$ cat src/rtl/lab3_sub_pkg.sv
// ---------------------------------------------------------------------------
// lab3_sub_pkg
//   Shared definitions for the nibble-serial subtract sequencer.
//   Contents:
//     NIBBLE_W      width of the time-shared subtractor slice (4 bits)
//     sub_state_e   sequencer states IDLE / RUN / DONE
//     nibble_count  number of slice passes needed for a given operand width
//     idx_width     width of the nibble index counter (never below 1)
// ---------------------------------------------------------------------------
package lab3_sub_pkg;

    localparam int NIBBLE_W = 4;

    typedef enum logic [1:0] {
        IDLE = 2'd0,
        RUN  = 2'd1,
        DONE = 2'd2
    } sub_state_e;

    function automatic int nibble_count(input int width);
        return width / NIBBLE_W;
    endfunction

    // A single-nibble build would give $clog2(1)=0, so clamp the index to 1 bit.
    function automatic int idx_width(input int width);
        int n;
        n = nibble_count(width);
        return (n > 1) ? $clog2(n) : 1;
    endfunction

endpackage

$ cat src/rtl/lab3_nibble_sub.sv
// ---------------------------------------------------------------------------
// lab3_nibble_sub
//   Combinational 4-bit subtractor with borrow, reused from the Lab 2
//   datapath. Computes {b_out, d} = {0,a} - {0,b} - b_in.
//   Ports:
//     a      in   NIBBLE_W  minuend nibble
//     b      in   NIBBLE_W  subtrahend nibble
//     b_in   in   1         borrow into this nibble
//     d      out  NIBBLE_W  difference nibble
//     b_out  out  1         borrow out of this nibble
// ---------------------------------------------------------------------------
module lab3_nibble_sub
    import lab3_sub_pkg::*;
(
    input  logic [NIBBLE_W-1:0] a,
    input  logic [NIBBLE_W-1:0] b,
    input  logic                b_in,
    output logic [NIBBLE_W-1:0] d,
    output logic                b_out
);

    logic [NIBBLE_W:0] full;

    // The extra top bit goes to 1 exactly when the nibble underflows,
    // which is the borrow to hand to the next nibble.
    assign full  = {1'b0, a} - {1'b0, b} - {{NIBBLE_W{1'b0}}, b_in};
    assign d     = full[NIBBLE_W-1:0];
    assign b_out = full[NIBBLE_W];

endmodule

$ cat src/rtl/lab3_sub_sequencer.sv
// ---------------------------------------------------------------------------
// lab3_sub_sequencer
//   Computes diff = x - y - bin (mod 2^WIDTH) by running one shared 4-bit
//   subtractor slice once per clock, least-significant nibble first, with
//   the borrow kept in a register between cycles. Valid/ready handshakes on
//   the operand side and the result side.
//
//   Parameter:
//     WIDTH      operand/result width, multiple of 4 and at least 8
//   Ports:
//     clk        in   1      rising-edge clock
//     rst_n      in   1      asynchronous active-low reset
//     in_valid   in   1      operands valid
//     in_ready   out  1      sequencer idle and able to accept operands
//     x, y       in   WIDTH  minuend / subtrahend
//     bin        in   1      borrow-in
//     out_valid  out  1      result valid, held until out_ready
//     out_ready  in   1      consumer takes the result
//     diff       out  WIDTH  difference
//     bout       out  1      borrow out of the MSB nibble
//     zero       out  1      diff == 0 (meaningful while out_valid)
//     ovf        out  1      signed overflow, only with SUB_OVF_FLAG_EN
//
//   Build option: define SUB_OVF_FLAG_EN to add the ovf port and its logic.
// ---------------------------------------------------------------------------
module lab3_sub_sequencer
    import lab3_sub_pkg::*;
#(
    parameter int WIDTH = 16
) (
    input  logic             clk,
    input  logic             rst_n,
    input  logic             in_valid,
    output logic             in_ready,
    input  logic [WIDTH-1:0] x,
    input  logic [WIDTH-1:0] y,
    input  logic             bin,
    output logic             out_valid,
    input  logic             out_ready,
    output logic [WIDTH-1:0] diff,
    output logic             bout,
    output logic             zero
`ifdef SUB_OVF_FLAG_EN
    ,
    output logic             ovf
`endif
);

    localparam int                 NIB_CNT  = nibble_count(WIDTH);
    localparam int                 IDX_W    = idx_width(WIDTH);
    localparam logic [IDX_W-1:0]   LAST_IDX = IDX_W'(NIB_CNT - 1);

    sub_state_e          state_q,     state_d;
    logic [IDX_W-1:0]    idx_q,       idx_d;
    logic [WIDTH-1:0]    x_q,         x_d;
    logic [WIDTH-1:0]    y_q,         y_d;
    logic                borrow_q,    borrow_d;
    logic [WIDTH-1:0]    diff_q,      diff_d;
    logic                bout_q,      bout_d;
    logic                out_valid_q, out_valid_d;
`ifdef SUB_OVF_FLAG_EN
    logic                ovf_q,       ovf_d;
    logic                msb_borrow_in;
`endif

    logic [NIBBLE_W-1:0] nib_a;
    logic [NIBBLE_W-1:0] nib_b;
    logic [NIBBLE_W-1:0] nib_d;
    logic                nib_bout;

    // The one shared slice; idx_q picks which nibble of the latched operands
    // it sees this cycle.
    assign nib_a = x_q[idx_q*NIBBLE_W +: NIBBLE_W];
    assign nib_b = y_q[idx_q*NIBBLE_W +: NIBBLE_W];

    lab3_nibble_sub u_nibble_sub (
        .a     (nib_a),
        .b     (nib_b),
        .b_in  (borrow_q),
        .d     (nib_d),
        .b_out (nib_bout)
    );

`ifdef SUB_OVF_FLAG_EN
    // Sum bit identity d = x ^ y ^ borrow recovers the borrow into the MSB.
    assign msb_borrow_in = x_q[WIDTH-1] ^ y_q[WIDTH-1] ^ nib_d[NIBBLE_W-1];
`endif

    always_comb begin
        state_d     = state_q;
        idx_d       = idx_q;
        x_d         = x_q;
        y_d         = y_q;
        borrow_d    = borrow_q;
        diff_d      = diff_q;
        bout_d      = bout_q;
        out_valid_d = out_valid_q;
`ifdef SUB_OVF_FLAG_EN
        ovf_d       = ovf_q;
`endif

        case (state_q)
            IDLE: begin
                if (in_valid && in_ready) begin
                    x_d      = x;
                    y_d      = y;
                    borrow_d = bin;
                    idx_d    = '0;
                    diff_d   = '0;
                    bout_d   = 1'b0;
`ifdef SUB_OVF_FLAG_EN
                    ovf_d    = 1'b0;
`endif
                    state_d  = RUN;
                end
            end
            RUN: begin
                diff_d[idx_q*NIBBLE_W +: NIBBLE_W] = nib_d;
                borrow_d = nib_bout;
                idx_d    = idx_q + IDX_W'(1);
                // The last nibble's borrow is the result borrow; the
                // result becomes visible on this same edge.
                if (idx_q == LAST_IDX) begin
                    idx_d       = '0;
                    bout_d      = nib_bout;
                    out_valid_d = 1'b1;
`ifdef SUB_OVF_FLAG_EN
                    ovf_d       = msb_borrow_in ^ nib_bout;
`endif
                    state_d     = DONE;
                end
            end
            DONE: begin
                if (out_ready) begin
                    out_valid_d = 1'b0;
                    state_d     = IDLE;
                end
            end
            default: begin
                state_d     = IDLE;
                out_valid_d = 1'b0;
            end
        endcase
    end

    // All sequencer state in one place; reset abandons any operation in
    // flight and clears the result so nothing partial is ever presented.
    always_ff @(posedge clk or negedge rst_n) begin
        if (!rst_n) begin
            state_q     <= IDLE;
            idx_q       <= '0;
            x_q         <= '0;
            y_q         <= '0;
            borrow_q    <= 1'b0;
            diff_q      <= '0;
            bout_q      <= 1'b0;
            out_valid_q <= 1'b0;
`ifdef SUB_OVF_FLAG_EN
            ovf_q       <= 1'b0;
`endif
        end else begin
            state_q     <= state_d;
            idx_q       <= idx_d;
            x_q         <= x_d;
            y_q         <= y_d;
            borrow_q    <= borrow_d;
            diff_q      <= diff_d;
            bout_q      <= bout_d;
            out_valid_q <= out_valid_d;
`ifdef SUB_OVF_FLAG_EN
            ovf_q       <= ovf_d;
`endif
        end
    end

    // in_ready is held low for as long as reset is applied, and is high in
    // the first cycle after release because the state is already IDLE.
    assign in_ready  = rst_n && (state_q == IDLE);
    assign out_valid = out_valid_q;
    assign diff      = diff_q;
    assign bout      = bout_q;
    assign zero      = out_valid_q && (diff_q == '0);
`ifdef SUB_OVF_FLAG_EN
    assign ovf       = ovf_q;
`endif

endmodule

$ cat config.mk
export PLATFORM = sky130hd
export DESIGN_NAME = lab3_sub_sequencer
export DESIGN_NICKNAME = d
export VERILOG_FILES = /design/src/rtl/lab3_sub_pkg.sv /design/src/rtl/lab3_nibble_sub.sv /design/src/rtl/lab3_sub_sequencer.sv
export SDC_FILE = /design/constraint.sdc
export NUM_CORES = 1
export LEC_CHECK = 0
export CORE_MARGIN = 2
export CORE_UTILIZATION = 30
export CTS_BUF_LIST = sky130_fd_sc_hd__clkbuf_4 sky130_fd_sc_hd__clkbuf_8
export DETAILED_ROUTE_END_ITERATION = 10
export GPL_TIMING_DRIVEN = 0
export PLACE_DENSITY = 0.57
export SLEW_MARGIN = 0
export SYNTH_ARGS = -nofsm -noshare
export SYNTH_HDL_FRONTEND = slang
export SYNTH_HIERARCHICAL = 1
export SYNTH_SLANG_ARGS = --single-unit
export TNS_END_PERCENT = 30
$ cat constraint.sdc
create_clock -name clk -period 2.85 [get_ports clk]
set_input_delay 0.4275 -clock clk [delete_from_list [all_inputs] [get_ports clk]]
set_output_delay 0.4275 -clock clk [all_outputs]
set_load 0.05 [all_outputs]
-- Word-level counts from Yosys, hierarchy flattened
Index checks and enable logic that the tools add are counted.
Widths: inputs -> output; s select.
- mux-type cells: 18
- add/subtract/negate cells: 4
- bitwise gates (word level): 1
- equal/unequal tests: 6
- reduce and logical (&&, ||, !) cells: 11
- shift-type cells: 4
- operators with widths (kind ; count):
    $neg 4->34 ; 1
    $shift 4x34->16 const A ; 1
    $shiftx 4x34->16 ; 1
    $pmux 16 s2 ; 1
    $shiftx 16x5->4 ; 2
    $bwmux 16 ; 1
    $logic_not 16->1 ; 1
    $mux 16 ; 1
    $mux 2 ; 5
    $reduce_and 3->1 ; 3
    $ne 2x2->1 const B ; 3
    $pmux 2 s3 ; 1
    $mux 1 ; 5
    $sub 4x4->5 ; 1
    $sub 5x1->5 ; 1
    $eq 2x2->1 const B ; 2
    $pmux 1 s2 ; 2
    $pmux 2 s2 ; 1
    $reduce_and 2->1 ; 2
    $logic_and 1x1->1 ; 3
    $pmux 1 s3 ; 1
    $add 2x1->2 const B ; 1
    $eq 2x1->1 const B ; 1
    $logic_not 2->1 ; 1
    2 further kinds ; 2
- input bits: 37
- flip-flop bits (word level): 55
- logic and storage cells: 52
- output and inout bits: 20

-- Longest topological paths before layout
Gate-level depths: netlist of the first run.
- word-level depth: 6
- gate-level depth with buffers: 10

-- Modules after synthesis
Netlist of the first run, hierarchy kept.
- by module, submodules not included (module ; area each (µm²) ; instances ; cells each):
    lab3_sub_sequencer ; 2504.9 ; 1 ; 166
    lab3_nibble_sub ; 207.7 ; 1 ; 24

-- Least setup slack after synthesis of the first run
OpenSTA, ideal clock, no wires.
- kind: reg-to-output
- start point: reg out_valid_q, in the netlist out_valid
- end point: out zero
- required time: 2.423 ns
- cell stages (with the launch flop): 4
- arrival time: 2.478 ns
- path buffers: 0
- setup slack: -0.056 ns
- cell sequence: dfrtp_1 nor4b_1 nand4_1 nor4_1
- cells in the longest elaborated chain, start to end: 1
- RTL lines (item ; line ; RTL):
    start: declaration ; lab3_sub_sequencer.sv:60 ; logic out_valid_q, out_valid_d;
    start signal: assignment ; lab3_sub_sequencer.sv:169 ; out_valid_q <= out_valid_d;
    $logic_and 1x1->1 ; lab3_sub_sequencer.sv:182 ; assign zero = out_valid_q && (diff_q == '0);
    end: declaration ; lab3_sub_sequencer.sv:42 ; output logic zero
Every way passes these cells.

-- Worst setup path after layout of the first run
- start point: reg idx_q[0]
- end point: reg diff_q[3], in the netlist diff[3]
- cells in the longest elaborated chain, start to end: 6
- RTL lines (item ; line ; RTL):
    start: declaration ; lab3_sub_sequencer.sv:54 ; logic [IDX_W-1:0] idx_q, idx_d;
    start signal: assignment ; lab3_sub_sequencer.sv:163 ; idx_q <= idx_d;
    $shiftx 16x5->4 ; lab3_sub_sequencer.sv:73 ; assign nib_a = x_q[idx_q*NIBBLE_W +: NIBBLE_W];
    net nib_a[0] ; lab3_sub_sequencer.sv:66 ; logic [NIBBLE_W-1:0] nib_a;
    $sub 4x4->5 ; lab3_nibble_sub.sv:26 ; assign full = {1'b0, a} - {1'b0, b} - {{NIBBLE_W{1'b0}}, b_in};
    $sub 5x1->5 ; lab3_nibble_sub.sv:26 ;
    net nib_d[3] ; lab3_sub_sequencer.sv:68 ; logic [NIBBLE_W-1:0] nib_d;
    $shiftx 4x34->16 ; lab3_sub_sequencer.sv:118 ; diff_d[idx_q*NIBBLE_W +: NIBBLE_W] = nib_d;
    $bwmux 16 ; lab3_sub_sequencer.sv:118 ;
    $pmux 16 s2 ; lab3_sub_sequencer.sv:102 ; case (state_q)
    end signal: assignment ; lab3_sub_sequencer.sv:167 ; diff_q <= diff_d;
    end: declaration ; lab3_sub_sequencer.sv:58 ; logic [WIDTH-1:0] diff_q, diff_d;
The timed path passes the listed nets, and every way through them passes these cells.
A chain may end at the register's enable or synchronous reset.

==> results summary, run 1 <==
The run finished with clean final reports. The dominant delay contributor by cell family on the critical path is adder cells. The worst setup path is launched from a flip-flop. TritonCTS built the clock tree. After clock tree synthesis, the clock-pin slew on the worst setup and hold paths is 0.10 ns. The detailed-router iteration count before antenna repair is 4. The remaining antenna violation count after routing came out at 0.

The first routing iteration left 42 violations. After detailed routing, the number of vias per cell comes to 4.87. The largest total area in the synthesized netlist belongs to sky130_fd_sc_hd__dfrtp_1.

The depth of the worst register-to-register path is 9. The largest individual stage delay along the critical path comes from the cell sky130_fd_sc_hd__fa_2. For this run, the top clock speed supported by timing is 0.369 GHz. For this configuration, the core starts out at a cell density of 0.310. The tree is rooted in a sky130_fd_sc_hd__clkbuf_8.

The hold violation total from the final report came to 0. The final setup violation count is 0. In this run the critical register-to-register path is captured at diff[3]$_DFFE_PN0P_.

STA classifies the critical path endpoint as a flip-flop. Of all nets on the critical path, the largest fanout is 10. The setup path with the least slack is of type flip-flop to flip-flop. The half-perimeter wire length of the detailed placement result is 4280 um. After detailed routing, the average wire length per cell comes to 15.5 um. The die outline height is 99.1 um. For the worst setup path, the data arrival time is 2.96 ns. The number of global-route vias before repair is 1851. The Yosys step of the flow raised 6 warnings. The number of sinks on the clock net came out at 55. The number of standard-cell rows in the floorplan came out at 34. For the pin with the worst max-slew slack, the measured transition is 0.571 ns.

The maximum level of the CTS H-tree is 2. The number of buffer and inverter instances along the worst setup path is 2. The startpoint identified for the worst register-to-register timing path is idx_q[0]$_DFFE_PN0P_.

Setup repair after global routing left no endpoint under its margin. In the finished design, the share of the clock period the worst path needs comes to 0.952. The routability-driven placement congestion ratio came out at 0.707. The first global-routing pass estimated 9470 um of wire. The number of placed I/O pins came out at 57. The filler cells instantiated in the layout total 867. The layout-stage area growth over the synthesis result is 31.1%.

The worst register-to-register path has a setup slack of 0.14 ns. Across all layers, the routed design uses 1771 vias. The data required time at the worst endpoint is 3.10 ns.

Counting the buffers created by CTS gives 5. The width of the chip is 99.1 um. Prior to clock tree synthesis, the placed netlist has a worst setup slack of -0.360 ns. The average size of a mapped cell came out at 14.3 um2. The share of Yosys cell area claimed by the top area cell type is 0.507. The count of buffers added on input and output ports is 56.

The final layout contains routed wiring with a total length of 5660 um. The share of the core filled with cells is 0.406. The share of synthesized area occupied by flip-flops and latches is 0.507. The number of max-slew violations in the final report was 0. The worst path meets setup with 0.138 ns of slack.

The number of antenna violations at the first check in global routing came to 0. Summing every instance area after synthesis gives 0.00271 mm2. Entering global routing, the biggest net connects 34 pins. No sink is reached through more buffers than the 2 on the longest clock path. The floorplan step defined a core boundary enclosing 0.00876 mm2. The total global routing track utilization is 0.122.

The count of maximum capacitance violations came out at 0. The post-route clock skew came out at 0.00537 ns. The class of the tightest hold or removal check is primary input to asynchronous set/reset pin.

Traced cell by cell, the critical path runs through buf_12 > mux4_2 > fa_2 > inv_1 > ha_1 > o21ai_0 > nand3b_1 > xor2_2 > a22o_1. When the netlist entered floorplanning its net count stood at 241. The final routed DRC violation total is 0. The area of the die came out at 0.00982 mm2.

The distinct cell type count of the synthesized netlist is 34. Of the cells placed in the final design, the portion with a size suffix greater than 1 is 0.273. In the post-synthesis netlist, the biggest area contributors are sky130_fd_sc_hd__dfrtp_1 51%, sky130_fd_sc_hd__mux2_2 13%, sky130_fd_sc_hd__mux4_2 6.6%. The post-route minimum period is 2.71 ns. The later pin in the worst-skew pair is clocked with a latency of 0.31 ns. The biggest cell delay along the critical path came out at 0.55 ns. The number of instances in the synthesized netlist is 190.

The total number of nets in the final design came out at 306. Synthesis inferred 55 register bits. For this run the aggregate overflow at the end of global routing stands at 0. The diode insertion count for antenna repair came out at 0.

The worst pin sits at a relative slew slack of 0.619. The quantity of hold-fixing buffers added after cts is 0.
cell usage in the layout, fill, tap and decap left out, types with 2 or more instances in the layout:
master and instances:
sky130_fd_sc_hd__a21oi_1 3, sky130_fd_sc_hd__buf_6 3, sky130_fd_sc_hd__nor4_2 2, sky130_fd_sc_hd__mux2_2 32, sky130_fd_sc_hd__nor4_1 2, sky130_fd_sc_hd__inv_1 12, sky130_fd_sc_hd__o21ai_0 3, sky130_fd_sc_hd__nor4_4 3
sky130_fd_sc_hd__clkbuf_8 5, sky130_fd_sc_hd__clkdlybuf4s50_1 54, sky130_fd_sc_hd__buf_12 3, sky130_fd_sc_hd__o31ai_1 3, sky130_fd_sc_hd__a21oi_2 3, sky130_fd_sc_hd__ha_1 12, sky130_fd_sc_hd__nand2b_1 3, sky130_fd_sc_hd__nor2_1 2
sky130_fd_sc_hd__nand2_1 6, sky130_fd_sc_hd__buf_2 2, sky130_fd_sc_hd__buf_4 3, sky130_fd_sc_hd__clkbuf_4 2, sky130_fd_sc_hd__xor2_1 3, sky130_fd_sc_hd__mux4_2 8, sky130_fd_sc_hd__a32o_1 2, sky130_fd_sc_hd__dfrtp_1 54
sky130_fd_sc_hd__a22o_1 15
cells by family after synthesis:
group,Yosys count,synth area share
compound gates,32,0.0927
fa+ha+maj,14,0.0701
xor+xnor,4,0.0129
mux,40,0.199
flops,55,0.507
simple gates,25,0.0724
buf+inv,20,0.0452
cell usage after synthesis:
master,n
sky130_fd_sc_hd__a21oi_1,3
sky130_fd_sc_hd__a22o_1,15
sky130_fd_sc_hd__nor4bb_1,1
sky130_fd_sc_hd__clkbuf_1,1
sky130_fd_sc_hd__nor4_2,1
sky130_fd_sc_hd__buf_6,3
sky130_fd_sc_hd__mux2_2,32
sky130_fd_sc_hd__or3_1,1
sky130_fd_sc_hd__a31oi_1,1
sky130_fd_sc_hd__buf_12,1
sky130_fd_sc_hd__inv_1,12
sky130_fd_sc_hd__fa_1,2
sky130_fd_sc_hd__nor2b_1,1
sky130_fd_sc_hd__ha_1,12
sky130_fd_sc_hd__a22oi_1,1
sky130_fd_sc_hd__nor4_4,3
sky130_fd_sc_hd__buf_4,2
sky130_fd_sc_hd__dfrtp_1,55
sky130_fd_sc_hd__xor2_1,4
sky130_fd_sc_hd__mux4_2,8
sky130_fd_sc_hd__nor3b_1,1
sky130_fd_sc_hd__nor4b_1,1
sky130_fd_sc_hd__nand2b_1,3
sky130_fd_sc_hd__buf_2,1
sky130_fd_sc_hd__a21oi_2,3
sky130_fd_sc_hd__nor2_1,2
sky130_fd_sc_hd__o21ai_0,3
sky130_fd_sc_hd__nand4_1,1
sky130_fd_sc_hd__nand2_1,6
sky130_fd_sc_hd__o31ai_1,3
sky130_fd_sc_hd__nand3b_1,1
sky130_fd_sc_hd__a32o_1,2
sky130_fd_sc_hd__o21bai_1,1
sky130_fd_sc_hd__nor4_1,3
flip-flops by register name, summed over array words and instances, names as in the netlist:
signal     count
out_valid      1
y_q           16
state_q        2
bout           1
borrow_q       1
idx_q          2
diff          16
x_q           16
how the worst max path moves through the flow:
stage                                    start                   end  slack, ns  cells after the start
after floorplan           idx_q[0]$_DFFE_PN0P_      bout$_DFFE_PN0P_      -0.02                      8
after global placement                   rst_n              in_ready      -1.49                      3
after detailed placement  idx_q[0]$_DFFE_PN0P_   diff[3]$_DFFE_PN0P_      -0.36                      9
after CTS                 idx_q[0]$_DFFE_PN0P_  borrow_q$_DFFE_PN0P_       0.03                      9
after global routing      idx_q[0]$_DFFE_PN0P_   diff[3]$_DFFE_PN0P_       0.03                      9
final                     idx_q[0]$_DFFE_PN0P_   diff[3]$_DFFE_PN0P_       0.14                      9
through the flow:
step                      TNS [ns]  hold WS (ns)  area (um2)  std cells
after floorplan            -0.0325         0.132        2720        190
after global placement      -86.42         0.484        3410        354
after detailed placement     -3.07         0.455        3430        355
after CTS                        0         0.114        3550        364
after global routing             0         0.151        3560        364
final                            0         0.100        3560        364
what timing repair did:
item / CTS / global route
pin swaps: 0 / 2
setup endpoints to repair: 18 / 7
buffers inserted: 1 / 0
gates resized for setup: 6 / 4
per-layer routing:
layer / global-route usage / vias to the layer above / wire length [um]
li1: - / 832 / -
met1: 0.163 / 893 / 2580
met2: 0.201 / 40 / 2760
met3: 0.0239 / 6 / 230
met4: 0.0411 / 0 / 85
met5: 0 / - / 0
worst reg2reg max path, cell delays in order, from the launching register on:
cell                       delay [ns]
sky130_fd_sc_hd__dfrtp_2         0.40
sky130_fd_sc_hd__buf_12          0.16
sky130_fd_sc_hd__mux4_2          0.54
sky130_fd_sc_hd__fa_2            0.55
sky130_fd_sc_hd__inv_1           0.05
sky130_fd_sc_hd__ha_1            0.17
sky130_fd_sc_hd__o21ai_0         0.16
sky130_fd_sc_hd__nand3b_1        0.13
sky130_fd_sc_hd__xor2_2          0.29
sky130_fd_sc_hd__a22o_1          0.20
final cells by class:
type	count	area (um2)	share of cell area
Buffer	8	93.8	0.0264
Clock buffer	7	83.8	0.0236
Clock inverter	1	5.00	0.00141
Inverter	12	45.0	0.0127
Multi-Input combinational cell	115	1230	0.346
Sequential cell	55	1380	0.387
Tap cell	108	135	0.0380
Timing Repair Buffer	58	586	0.165
Power of run 1 is left out: the tool's default activity adds up to more than one toggle a clock period on the data nets, which glitch-free logic cannot reach.
==> run 2: changes to the inputs <==
--- a/config.mk
+++ b/config.mk
@@ -13,3 +13,3 @@
 export PLACE_DENSITY = 0.57
-export SLEW_MARGIN = 0
+export SLEW_MARGIN = 25
 export SYNTH_ARGS = -nofsm -noshare
==> constraint.sdc (replaced) <==
create_clock -name clk -period 2.85 [get_ports clk]
set_input_delay 0.855 -clock clk [delete_from_list [all_inputs] [get_ports clk]]
set_output_delay 0.855 -clock clk [all_outputs]
set_load 0.05 [all_outputs]
==> run 2 against run 1 <==
Sequential share of layout area is 0.14 points lower; cell area increased by 0.35%; flip-flop and latch count is the same; utilization grew 0.14 points; first-iteration DRC count grew 33%; non-clock buffer count did not move.
==> results summary, run 2 (synthesis results as in run 1) <==
The run finished with clean final reports. The number of vias per cell is 4.86 (-0.17%). The post-route cell area is 0.00357 mm2 (+0.35%).

The routability-driven placement congestion ratio is 0.707 (unchanged). The width of the chip is 99.1 um (unchanged). The post-route clock skew came to 0.0102 ns (+0.00481 ns). The number of buffers added by the clock tree synthesis step was 5 (unchanged). The placed cell area is 0.00343 mm2 (about the same).

The share of layout cells above drive strength 1 is 0.285 (+0.0117). The number of standard-cell rows in the floorplan is 34 (unchanged). The depth of the worst register-to-register path is 9 (unchanged). The detailed-router iteration count before antenna repair came out at 4 (unchanged). The number of inserted filler cells in the final layout is 867 (unchanged). The total number of nets in the final design is 306 (unchanged). The post-placement cell count was 355 (unchanged).

The area of the core region is 0.00876 mm2 (unchanged). Setup repair after global routing left no endpoint under its margin. The most common cell after layout, fill and taps aside is sky130_fd_sc_hd__dfrtp_1. The path class of the tightest hold or removal check is primary input to asynchronous set/reset pin. The combined area of the multi-input logic cells is 0.00124 mm2 (+0.61%). From synthesis to final layout, the design area changed by 31.5%. The setup slack of the worst register-to-register path is 0.15 ns (about the same). The remaining antenna violation count after routing is 0 (unchanged).

The maximum level of the CTS H-tree was 2 (unchanged). The clock latency of the later-clocked register in the worst-skew pair came to 0.31 ns (about the same). The half-perimeter wire length of the detailed placement result is 4270 um (-0.19%).

The final routed wirelength across all metal layers is 5640 um (-0.32%). The headroom to the max-slew limit is 0.669 (+0.0492). The highest achievable clock rate is 0.370 GHz (+0.33%). The routed via count came out at 1768 (-0.17%). The largest net degree at the start of global routing is 34 (unchanged). The top cell types in the final layout, fill and taps aside, are 54 x sky130_fd_sc_hd__dfrtp_1, 53 x sky130_fd_sc_hd__clkdlybuf4s50_1, 32 x sky130_fd_sc_hd__mux2_2.

The share of the core filled with cells was 0.407 (+0.00143). STA classifies the critical path startpoint as a flip-flop. The critical path is of the flip-flop to flip-flop type. The final critical-path share of the clock period was 0.948 (-0.00310). The detailed router's first-iteration violation count is 56 (+33%). The number of buffer cells added on primary ports is 56 (unchanged).

The critical register-to-register path endpoint is diff[3]$_DFFE_PN0P_. The arrival time reported for the critical path endpoint came out at 2.90 ns (-0.06 ns). In this run the worst setup path begins at idx_q[0]$_DFFE_PN0P_.

The area used by sequential logic in the layout is 0.00138 mm2 (unchanged). The hold violation total from the final report is 0 (unchanged). The diode insertion count for antenna repair was 0 (unchanged). The count of non-filler cells in the finished layout is 364 (unchanged). The total congestion overflow came out at 0 (unchanged).

The buffer cell driving the clock tree root is sky130_fd_sc_hd__clkbuf_8. The final routed DRC violation total was 0 (unchanged). The area of the die came out at 0.00982 mm2 (unchanged).

The starting density of the core is 0.310 (unchanged). The highest fanout seen on the critical path is 10 (unchanged). The number of placed I/O pins was 57 (unchanged).

The data required time at the worst endpoint came out at 3.05 ns (-0.05 ns). The endpoint class of the critical path is a flip-flop. The quantity of hold-fixing buffers added after cts is 0 (unchanged). The transition time at the pin with the least slew margin was 0.495 ns (-0.0753 ns). The register clock-pin slew on the reported worst setup and hold paths is 0.10 ns (about the same). The average wire per standard cell is 15.5 um (-0.32%).

The number of antenna violations at the first check in global routing is 0 (unchanged). The number of sinks on the clock net is 55 (unchanged). The count of maximum capacitance violations came out at 0 (unchanged).

The reg-to-reg critical path startpoint is idx_q[0]$_DFFE_PN0P_. The number of global-route vias before repair came out at 1894 (+2.3%). The first-pass GRT wire length is 9460 um (about the same). The die outline height came out at 99.1 um (unchanged). The total global routing track utilization is 0.122 (-0.000430). TritonCTS built the clock tree. The maximum buffer depth of the clock tree is 2 (unchanged). The post-route minimum period came to 2.70 ns (-0.00884 ns).

The number of max-slew violations in the final report came out at 0 (unchanged). The critical path ends at diff[3]$_DFFE_PN0P_. The final setup violation count came to 0 (unchanged).
## run 2: worst min-delay path by stage
stage	startpoint	end	slack, ns	depth (start not counted)
global placement	y_q[13]$_DFFE_PN0P_	y_q[13]$_DFFE_PN0P_	0.48	1
CTS	rst_n	out_valid$_DFFE_PN0P_	0.44	1
global route	rst_n	out_valid$_DFFE_PN0P_	0.45	1
floorplan	x_q[10]$_DFFE_PN0P_	x_q[10]$_DFFE_PN0P_	0.48	1
detailed placement	x_q[12]$_DFFE_PN0P_	x_q[12]$_DFFE_PN0P_	0.49	1
finish	rst_n	out_valid$_DFFE_PN0P_	0.43	1
## run 2: what timing repair did
action	4_1_cts	5_1_grt
buffers inserted	1	0
setup endpoints to repair	20	8
resized for setup	9	9
pin swaps	0	2
## run 2: routing by layer
| metal | up-vias | track usage | share of wire |
|---|---|---|---|
| li1 | 829 | - | - |
| met1 | 894 | 0.156 | 0.44 |
| met2 | 41 | 0.206 | 0.50 |
| met3 | 4 | 0.0260 | 0.042 |
| met4 | 0 | 0.0379 | 0.012 |
| met5 | - | 0 | 0 |
## run 2: critical path, stage by stage, from the launching register on
cell and delay (ns):
sky130_fd_sc_hd__dfrtp_2 0.40, sky130_fd_sc_hd__buf_12 0.16, sky130_fd_sc_hd__mux4_2 0.53, sky130_fd_sc_hd__fa_2 0.55, sky130_fd_sc_hd__inv_1 0.05, sky130_fd_sc_hd__ha_1 0.17, sky130_fd_sc_hd__o21ai_0 0.16, sky130_fd_sc_hd__nand3b_1 0.13
sky130_fd_sc_hd__xor2_2 0.20, sky130_fd_sc_hd__a22o_1 0.23
## run 2: stage by stage
| stage | hold slack [ns] | worst slack (ns) | TNS, ns |
|---|---|---|---|
| 2_1_floorplan | 0.475 | -0.0170 | -0.0381 |
| 4_1_cts | 0.435 | -0.0167 | -0.0167 |
| 3_5_place_dp | 0.491 | -0.355 | -3.37 |
| 5_1_grt | 0.447 | 0.0238 | 0 |
| 6_report | 0.429 | 0.147 | 0 |
| 3_3_place_gp | 0.484 | -2.34 | -133.44 |
## run 2: area by class of cell
cell class / instances / share of cell area
clock buffer: 8 / 0.0291
inverter: 12 / 0.0126
sequential: 55 / 0.386
tap: 108 / 0.0379
buffer: 8 / 0.0263
timing repair buffer: 58 / 0.161
multi-input combinational: 115 / 0.347
Power of run 2 is left out for the same reason.
==> RTL edit (settings of run 1) <==
Reset style: synchronous (`rst_n`), changed in one clocked block. Comments in the files are not updated.
--- a/src/rtl/lab3_sub_sequencer.sv
+++ b/src/rtl/lab3_sub_sequencer.sv
@@ -147,3 +147,3 @@
     // flight and clears the result so nothing partial is ever presented.
-    always_ff @(posedge clk or negedge rst_n) begin
+    always_ff @(posedge clk) begin
         if (!rst_n) begin
Function: differs if rst_n is asserted again (counterexample within 4 cycles, from zero or initial values and one cycle with rst_n low); with rst_n held inactive, the same outputs for 10 cycles.
==> RTL edit against run 1 <==
Cell area shrank 4.4%; critical path depth is the same; sequential cell count is the same; routed wire length grew 9.1%; highest routed layer unchanged; fmax shrank 2.2%; worst setup slack lost 0.062 ns; sequential share of layout area shrank 6.2 points; synthesized cell count grew 55%; area after synthesis shrank 5.5%.
==> RTL edit: results (changes against run 1) <==
Status
  • Outcome: completed (unchanged)

Final layout
  • Share of layout cells above drive strength 1: 10.6% (was 27.3%)
  • Ant diodes: 0 (unchanged)
  • Nets: 409 (was 306)

Place
  • Post-Place Cell Area: 3260 sq um (was 3430 sq um)
  • Placed cell count: 456 (was 355)
  • RePlAce Congestion: 0.805 (was 0.707)
  • Hpwl dp: 4.67 mm (was 4.28 mm)
  • I/O Buffers: 56 (unchanged)
  • Pre-CTS setup slack: -0.339 ns (was -0.360 ns)

GRT
  • Met2 Use GR: 23.9% (was 20.1%)
  • Total global-route track usage: 14.2% (was 12.2%)
  • GR met3 Demand/Resource: 2.79% (was 2.39%)
  • Met1 usage: 19.1% (was 16.3%)
  • Vias in the first global route: 2150 (was 1851)
  • Global-route wire length before repair: 10.3 mm (was 9.47 mm)
  • Antenna violations before repair: 0 (unchanged)
  • Pin count of the biggest net entering global routing: 16 (was 34)

Timing
  • Clock Skew: 0.00532 ns (was 0.00537 ns)
  • Final hold slack: 0.460 ns (was 0.100 ns)
  • Min Tclk post-route: 2.77 ns (was 2.71 ns)
  • Max_slew headroom: 66.4% (was 61.9%)

Detailed routing
  • M1 WL: 2.94 mm (was 2.58 mm)
  • Met3 WL post-DR: 252 um (was 230 um)
  • Drt wl/cell: 13.3 um (was 15.5 um)
  • Initial drt markers: 62 (was 42)
  • WL met2: 2.96 mm (was 2.76 mm)
  • Vias per inst: 4.77 (was 4.87)
  • Highest routed layer: met4 (unchanged)
  • Drt total wl: 6.17 mm (was 5.66 mm)
  • DRT Pass-1 Iters: 4 (unchanged)

Clock tree
  • Clock slew at reported path FFs: 0.09 ns
  • Post-CTS Setup Bufs: 0 (was 1)
  • Num CTS Buffers: 5 (unchanged)
  • H-tree Lvls: 2 (unchanged)
  • Clk Latency, worst-skew pair: 0.30 ns
  • CTS max path bufs: 2 (unchanged)
  • CTS root buf: clkbuf_8 (unchanged)

Synthesis
  • Post-synth cell types: 35 (was 34)
  • Ys Warns: 6 (unchanged)
  • Top_reg_cell synth: dfxtp_1 (was dfrtp_1)
  • Syn Area/Cell: 8.69 sq um (was 14.3 sq um)
  • Top cells by count, synth: nand2_1, dfxtp_1, o21ai_0, o22ai_1 (was dfrtp_1, mux2_2, a22o_1, ha_1, inv_1)
  • Synthesized Nets: 346 (was 241)
  • Async SR Flop Fraction: 0% (was 100%)
  • Most area-consuming cells after synthesis: dfxtp_1, nand2_1, mux4_2 (was dfrtp_1, mux2_2, mux4_2)
  • Register area share after synthesis: 43.0% (was 50.7%)

Critical path
  • R2r setup slk: 0.08 ns (was 0.14 ns)
  • Crit-path max FO: 10 (unchanged)
  • Crit path DAT: 3.00 ns (was 2.96 ns)

Power
  • Lkg Pwr: 1.26 nW
  • Peak supply drop: 207 uV

Min path
  • Min-delay worst type: flip-flop to flip-flop (was primary input to async pin)
==> RTL edit: changes by cell type after synthesis, moves of 16 or more <==
cell / before / now
nand2_1: 6 / 94
dfrtp_1: 55 / 0
dfxtp_1: 0 / 55
mux2_2: 32 / 0
o21ai_0: 3 / 35
o22ai_1: 0 / 16
==> RTL edit: power by group <==
group	switching (W)	internal, W
Combinational	0.000222	0.000185
Clock	0.000240	0.000268
Sequential	0.0000275	0.000814
Total	0.000490	0.00127
==> RTL edit: critical path, stage by stage (launching register included) <==
cell and delay, ns:
dfxtp_4 0.40, buf_12 0.15, mux4_2 0.53, fa_2 0.38
fa_2 0.36, nand2b_1 0.16, a21oi_2 0.16, xor2_2 0.22
o21ai_0 0.13, a211oi_2 0.21
==> RTL edit: logic make-up after synthesis <==
kind of cell / after synthesis / share of synthesized area, %
buf+inv: 30 / 5.91
simple gates: 118 / 20.4
flops: 55 / 43.0
xor+xnor: 4 / 1.37
fa+ha+maj: 14 / 7.42
mux: 8 / 7.03
compound gates: 66 / 14.9
==> RTL edit: layout make-up <==
| cell class | instances | area [sq um] |
|---|---|---|
| inverters | 12 | 45.0 |
| clock buffers | 6 | 76.3 |
| flip-flops and latches | 55 | 1100 |
| multi-input cells | 210 | 1330 |
| clock inverters | 1 | 30.0 |
| repair buffers | 56 | 563 |
| well taps | 105 | 131 |
| plain buffers | 18 | 119 |
| fillers | 868 | 4860 |
==> RTL edit: path summary, 6_finish.rpt <==
kind / from / to / depth (start not counted)
setup / recovery: idx_q[0] / bout / 9
hold / removal: y_q[12] / y_q[12] / 2
setup reg to reg: idx_q[0] / bout / 9
hold reg to reg: y_q[12] / y_q[12] / 2
==> RTL edit: timing repair <==
item                                    in CTS  in global routing
gates resized for setup                      8                  1
endpoints found under the setup margin       6                  2
pin swaps                                    2                  2
